File: config.mk
export PLATFORM = sky130hd
export DESIGN_NAME = r5p_soc_bus_dmx
export DESIGN_NICKNAME = d
export VERILOG_FILES = /design/src/rtl/r5p_soc_pkg.sv /design/src/rtl/r5p_soc_bus_dec.sv /design/src/rtl/r5p_soc_bus_dmx.sv
export SDC_FILE = /design/constraint.sdc
export NUM_CORES = 1
export LEC_CHECK = 0
export ABC_AREA = 0
export BUFFER_PORTS_ARGS = -buffer_cell sky130_fd_sc_hd__buf_4
export CAP_MARGIN = 10
export CORE_AREA = 2 2 94 96
export DETAILED_ROUTE_END_ITERATION = 7
export DIE_AREA = 0 0 96 98
export PLACE_DENSITY_LB_ADDON = 0.05
export SLEW_MARGIN = 5
export SYNTH_ARGS = -nofsm -noshare
export SYNTH_HDL_FRONTEND = slang
export SYNTH_SLANG_ARGS = --single-unit
File: constraint.sdc
create_clock -name clk -period 1.7 [get_ports clk]
set_input_delay 0.17 -clock clk [delete_from_list [all_inputs] [get_ports clk]]
set_output_delay 0.17 -clock clk [all_outputs]
set_load 0.005 [all_outputs]
File: src/rtl/r5p_soc_pkg.sv
// +----------------------------------------------------------------------------+
// | r5p_soc_pkg : SoC peripheral bus types and address map                     |
// | Rev 1.0                                                                    |
// +----------------------------------------------------------------------------+
`default_nettype none

package r5p_soc_pkg;

  localparam int unsigned ADR_W = 32;
  localparam int unsigned DAT_W = 32;
  localparam int unsigned BEN_W = DAT_W / 8;

  typedef logic [ADR_W-1:0] adr_t;
  typedef logic [DAT_W-1:0] dat_t;
  typedef logic [BEN_W-1:0] ben_t;

  localparam adr_t GPIO_BASE   = 32'h8000_0000;
  localparam adr_t UART_BASE   = 32'h8000_0010;
  localparam adr_t PERIPH_MASK = 32'hFFFF_FFF0;

  // Index width for an n-way mux; a single subordinate still needs one bit.
  function automatic int unsigned idx_w(input int unsigned n);
    return (n > 1) ? $clog2(n) : 1;
  endfunction

endpackage

`default_nettype wire

File: src/rtl/r5p_soc_bus_dec.sv
// +----------------------------------------------------------------------------+
// | r5p_soc_bus_dec : address decoder, one-hot select with lowest-index win    |
// | Rev 1.0                                                                    |
// +----------------------------------------------------------------------------+
`default_nettype none

module r5p_soc_bus_dec
  import r5p_soc_pkg::*;
#(
  parameter int unsigned              SN = 2,
  parameter int unsigned              AW = 32,
  parameter logic [SN-1:0][AW-1:0]    AS = {UART_BASE, GPIO_BASE},
  parameter logic [SN-1:0][AW-1:0]    AM = {PERIPH_MASK, PERIPH_MASK}
) (
  input  logic [AW-1:0] adr_i,
  output logic [SN-1:0] sel_o,
  output logic          miss_o
);

  logic [SN-1:0] hit;

  generate
    for (genvar i = 0; i < SN; i++) begin : g_hit
      assign hit[i] = ((adr_i & AM[i]) == (AS[i] & AM[i]));
    end
  endgenerate

  // Scan from the top down so the lowest-index hit is the last one written.
  always_comb begin
    sel_o = '0;
    for (int i = SN - 1; i >= 0; i--) begin
      if (hit[i]) begin
        sel_o    = '0;
        sel_o[i] = 1'b1;
      end
    end
  end

  assign miss_o = ~|hit;

endmodule

`default_nettype wire

File: src/rtl/r5p_soc_bus_dmx.sv
// +----------------------------------------------------------------------------+
// | r5p_soc_bus_dmx : 1-to-SN peripheral bus demux with decode-error responder |
// | Rev 1.0                                                                    |
// +----------------------------------------------------------------------------+
`default_nettype none

module r5p_soc_bus_dmx
  import r5p_soc_pkg::*;
#(
  parameter int unsigned              SN = 2,
  parameter int unsigned              AW = 32,
  parameter int unsigned              DW = 32,
  parameter int unsigned              BW = DW / 8,
  parameter logic [SN-1:0][AW-1:0]    AS = {UART_BASE, GPIO_BASE},
  parameter logic [SN-1:0][AW-1:0]    AM = {PERIPH_MASK, PERIPH_MASK}
) (
  input  logic                   clk,
  input  logic                   rst,
  input  logic                   m_vld,
  input  logic                   m_wen,
  input  logic [AW-1:0]          m_adr,
  input  logic [BW-1:0]          m_ben,
  input  logic [DW-1:0]          m_wdt,
  output logic [DW-1:0]          m_rdt,
  output logic                   m_rdy,
  output logic                   m_err,
  output logic [SN-1:0]          s_vld,
  output logic                   s_wen,
  output logic [AW-1:0]          s_adr,
  output logic [BW-1:0]          s_ben,
  output logic [DW-1:0]          s_wdt,
  input  logic [SN-1:0][DW-1:0]  s_rdt,
  input  logic [SN-1:0]          s_rdy
);

  localparam int unsigned IW = idx_w(SN);

  function automatic logic [IW-1:0] enc(input logic [SN-1:0] oh);
    enc = '0;
    for (int i = 0; i < SN; i++) begin
      if (oh[i]) enc = enc | IW'(i);
    end
  endfunction

  logic [SN-1:0] sel;
  logic          miss;
  logic          hs;
  logic [SN-1:0] sel_q, sel_d;
  logic          err_q, err_d;
  logic          hs_q,  hs_d;

  r5p_soc_bus_dec #(
    .SN (SN),
    .AW (AW),
    .AS (AS),
    .AM (AM)
  ) u_dec (
    .adr_i  (m_adr),
    .sel_o  (sel),
    .miss_o (miss)
  );

  // Unmapped accesses are acknowledged immediately by the error responder.
  assign m_rdy = miss | s_rdy[enc(sel)];
  assign hs    = m_vld & m_rdy;

  // Valids are also held low during reset so no peripheral sees a stray request.
  assign s_vld = {SN{m_vld & ~rst}} & sel;
  assign s_wen = m_wen;
  assign s_adr = m_adr;
  assign s_ben = m_ben;
  assign s_wdt = m_wdt;

  always_comb begin
    sel_d = sel_q;
    err_d = err_q;
    hs_d  = hs;
    if (hs) begin
      sel_d = sel;
      err_d = miss;
    end
  end

  always_ff @(posedge clk or posedge rst) begin
    if (rst) begin
      sel_q <= '0;
      err_q <= 1'b0;
      hs_q  <= 1'b0;
    end else begin
      sel_q <= sel_d;
      err_q <= err_d;
      hs_q  <= hs_d;
    end
  end

  assign m_rdt = (|sel_q) ? s_rdt[enc(sel_q)] : '0;
  assign m_err = err_q & hs_q;

endmodule

`default_nettype wire

# After elaboration in Yosys (flattened, before gate mapping)
# Cells that the tools add are included.
[word_totals] regBits=4 out_inout_bits=105 elab_cells=25
[classes] magnitude_cmp=2 eq_ne=2 n_mux=9 bitwise_logic=6 n_reduce_logical=3
[ops] cell="$mux W32" n=3
[ops] cell="$eq A28 B28 Y1 const B" n=2
[ops] cell="$lt A1 B2 Y1 const B" n=2
[ops] cell="$mux W1" n=4
[ops] cell="$mux W2" n=2
[ops] cell="$reduce_or A2 Y1" n=2
[ops] cell="$and A1 B1 Y1" n=3
[ops] cell="$and A2 B2 Y2" n=1
[ops] cell="$logic_not A1 Y1" n=1
[ops] cell="$not A1 Y1" n=1
[ops] cell="$or A1 B1 Y1" n=1

# Logic depth before layout (Yosys ltp)
[depth] depth_word=8 depth_mapped=4

# Modules after synthesis
# Synthesis repeated with hierarchy kept, for this count alone.
[hier_totals] hier_cells=143 hier_area_um2=1138.6
[modules_own_cells] module="r5p_soc_bus_dmx" n_inst=1 cells_each=130 area_each_um2=1056.0 seq_area_each_um2=100.1
[modules_own_cells] module="r5p_soc_bus_dec" n_inst=1 cells_each=13 area_each_um2=82.6 seq_area_each_um2=0.0

# Least setup slack after synthesis
# No wires, ideal clock.
[synth_timing] path_type="input port to output port" start="in m_adr[18]" end="out s_vld[1]" arrival_ps=1290 path_slack_ps=240 cell_stages=4 cell_sequence="or4_1 > nor2_4 > and4_4 > and4_1"
[synth_between] elab_chain_cells=4 elab_cells_between_ends=5
[synth_lines] element="from (decl)" line="r5p_soc_bus_dmx.sv:21" source="input logic [AW-1:0] m_adr,"
[synth_lines] element="$eq A28 B28 Y1" line="r5p_soc_bus_dec.sv:24" source="assign hit[i] = ((adr_i & AM[i]) == (AS[i] & AM[i]));"
[synth_lines] element="$mux W2" line="r5p_soc_bus_dec.sv:32" source="if (hit[i]) begin"
[synth_lines] element="$mux W2 *" line="r5p_soc_bus_dec.sv:32"
[synth_lines] element="$and A2 B2 Y2 *" line="r5p_soc_bus_dmx.sv:68" source="assign s_vld = {SN{m_vld & ~rst}} & sel;"
[synth_lines] element="to (decl)" line="r5p_soc_bus_dmx.sv:27" source="output logic [SN-1:0] s_vld,"
# Mark *: on every way between the ends. The rest lies on a longest branch, timed or not.

# Final worst setup path
[layout_timing] start="in m_adr[21]" end="out s_vld[0]"
[layout_between] elab_chain_cells=3
[layout_lines] element="$eq A28 B28 Y1" line="r5p_soc_bus_dec.sv:24"
[layout_lines] element="$mux W2" line="r5p_soc_bus_dec.sv:32"
[layout_lines] element="$and A2 B2 Y2" line="r5p_soc_bus_dmx.sv:68"
# Every way passes these cells.

==> run summary <==
Max Freq: 596.8 MHz
Hold Path Class: input port to flop
Reg2reg setup slack: 0.63 ns
Hold Crit Endpoint: sel_q[0]$_DFFE_PP0P_
Worst slew pin tran: 0.3513 ns
Max-cap violation count: 0
Max Root-Sink Buffers: 2
# DRC: 0
Minimum clock period: 1.675 ns
Diode count: 0
Skew-Pair Late Insertion Delay: 0.21 ns
DP Wirelength: 4.234 mm
Critical register-to-register path startpoint: sel_q[1]$_DFFE_PP0P_
GP Congestion: 0.6706
Final Hold Viols: 0
Critical Path End Type: output pin
TritonCTS clock tree: yes
Synthesis-to-finish area growth: 81.33%
CORE AREA: 0.008466 mm²
# nets final: 393
Post-synth net total: 288
Io pins: 243
Fin cells: 361
Vias in the first global route: 1418
Final core utilization: 25.70%
Reg-to-reg endpoint: sel_q[1]$_DFFE_PP0P_
Total grt overflow: 0
CTS Root Cell: clkbuf_8
Average size of a mapped cell: 7.999 µm²
Final Slew Violations: 0
Endpoints failing setup: 0
Worst-path clk slew: 0.03 ns
Routed length per instance: 13.23 µm
Status: complete, no violations
Final WS setup: 0.02450 ns
DRT Wirelength: 4.777 mm
Top cell type's share of synthesized area: 43.17%
Slew margin rel.: 76.58%
Pwr per Cell Area: 270.3 mW/mm²
Via count: 1468
Peak supply drop: 0.1307 mV
Worst Path Required: 1.53 ns
Vias per inst: 4.066
Global-route wire length before repair: 6.513 mm
Hold Crit Start: m_vld
Antenna violations before repair: 0
Cell variety after synth: 26
Worst Hold Depth: 2
Placed Area: 0.002100 mm²
Synth area leaders: buf_4, a22o_1, dfrtp_1
Post-synth top area cell: buf_4
H-tree Lvls: 1
Worst Path Max Fanout: 3
Share of cells above drive strength 1: 74.31%
Post-synth EDFFs: 0
DRT Pass-1 Iters: 4
Die height: 98 µm
Warning count from the yosys run: 0
Full die area: 0.009408 mm²
ANT nets after route: 0
Post-synthesis sequential area ratio: 8.342%
Lkg Pwr: 0.001128 µW
Synthesized cell area: 0.001200 mm²
Worst EP arrival: 1.51 ns
Post-Syn Instances: 150
Final TNS setup: 0 ns
Synthesized flop and latch total: 4
Worst setup SP type: input port
Port bufs: 160
# rows: 34
Iter 0 DRT Violations: 31
Clock Skews: 0 ns
Main synth FF type: dfrtp_1
Initial Util: 14.17%
Placed Cells: 356
Post-place setup slack: -0.02462 ns
Fraction of synthesis flops using an asynchronous set or reset pin: 100.0%
Clk sinks: 4
CP Class: input port to output pin
Largest net degree at the start of global routing: 35
Clock buffer count from CTS: 3
Final worst-path cycle share: 98.56%
Unrepaired setup endpoints after global routing: true
R2r worst-path depth: 3
Design area: 0.002176 mm²
Die Width: 96 µm
Total GRT Usage: 8.646%
-- through the flow --
step / hold WS [ns] / total power [µW]
after floorplan: -0.05852 / 252.7
after global placement: 0.1065 / 393.3
after detailed placement: 0.09906 / 390.6
after CTS: 0.2289 / 595.2
after global routing: 0.2375 / 625.1
final: 0.2247 / 588.1
-- state kept, by name, summed over array words and instances, names as in the netlist --
register and cells:
sel_q 2, err_q 1, hs_q 1
-- worst max path at each step --
stage                    from        to  slack [ns]  cells after the start
global route        m_adr[14]  s_vld[0]       -0.05                      6
detailed placement   m_adr[9]  s_vld[0]       -0.02                      6
global placement     m_adr[9]  s_vld[0]       -0.02                      6
finish              m_adr[21]  s_vld[0]        0.02                      6
CTS                 m_adr[20]  s_vld[0]       0.007                      6
floorplan           m_adr[18]  s_vld[1]        0.24                      4
-- critical path, cell delays in order --
cell and delay, ns:
buf_4 0.12, or4_4 0.52, nor2_4 0.13, and4_4 0.24
nor4b_4 0.18, buf_4 0.14
-- cell usage in the layout (no fill, tap or decap) --
master,instances
and4_1,1
nor4b_4,1
mux2i_1,1
inv_1,4
nand3_1,2
and2_1,1
o21ai_1,1
buf_4,172
o21ai_0,1
nor4_1,1
nor3b_1,1
nand4_1,2
dfrtp_1,4
o221ai_1,2
nand2_1,2
nor3_1,2
clkbuf_8,3
and4_4,1
and3_1,3
a22o_1,32
buf_6,3
dlygate4sd3_1,1
nor4b_1,1
or4_1,2
nor2_2,2
a21oi_1,1
or4_4,4
nor2_4,2
-- synthesized netlist by cell type, drive strengths merged (2+ instances only) --
| master | number |
|---|---|
| a22o | 32 |
| or4 | 6 |
| nand2 | 2 |
| nand4 | 2 |
| clkbuf | 7 |
| nor3 | 2 |
| and4 | 2 |
| inv | 4 |
| nor4b | 2 |
| nand3 | 2 |
| o21ai | 2 |
| o221ai | 2 |
| buf | 69 |
| and3 | 3 |
| nor2 | 4 |
| dfrtp | 4 |
-- where the power goes --
group | switching (µW) | leakage, µW | total [µW] | internal [µW]
registers | 0.867 | 0.0000496 | 99.7 | 98.8
clock network | 45.5 | 0.0000216 | 196 | 151
logic | 84.3 | 0.00106 | 292 | 208
total | 131 | 0.00113 | 588 | 457
-- cells by family after synthesis --
group	after synthesis	synth area share (%)
muxes	1	0.8342
buffers and inverters	80	46.61
AOI/OAI and AO/OA	37	26.07
and+or+nand+nor	28	18.14
DFF	4	8.342
-- repair_timing --
action,in CTS,in global routing
setup endpoints to repair,2,2
hold buffers,1,0
setup buffers,0,1
endpoints found under the hold margin,4,0
resized for setup,4,1
pin swaps,5,3
-- final cells by class --
class | count | area [µm²]
fillers | 922 | 6290
repair buffers | 176 | 1335
multi-input cells | 66 | 549.3
well taps | 108 | 135.1
flip-flops and latches | 4 | 100.1
clock buffers | 3 | 41.29
inverters | 4 | 15.01
-- metal layers --
| metal | GRT usage, % | vias up | wire, µm |
|---|---|---|---|
| met1 | 7.905 | 621 | 1489 |
| met4 | 2.967 | 0 | 63 |
| met5 | 0 | - | 0 |
| met3 | 3.627 | 12 | 823 |
| met2 | 16.56 | 150 | 2400 |
| li1 | - | 685 | - |
Power figures use the tool's default switching activity.
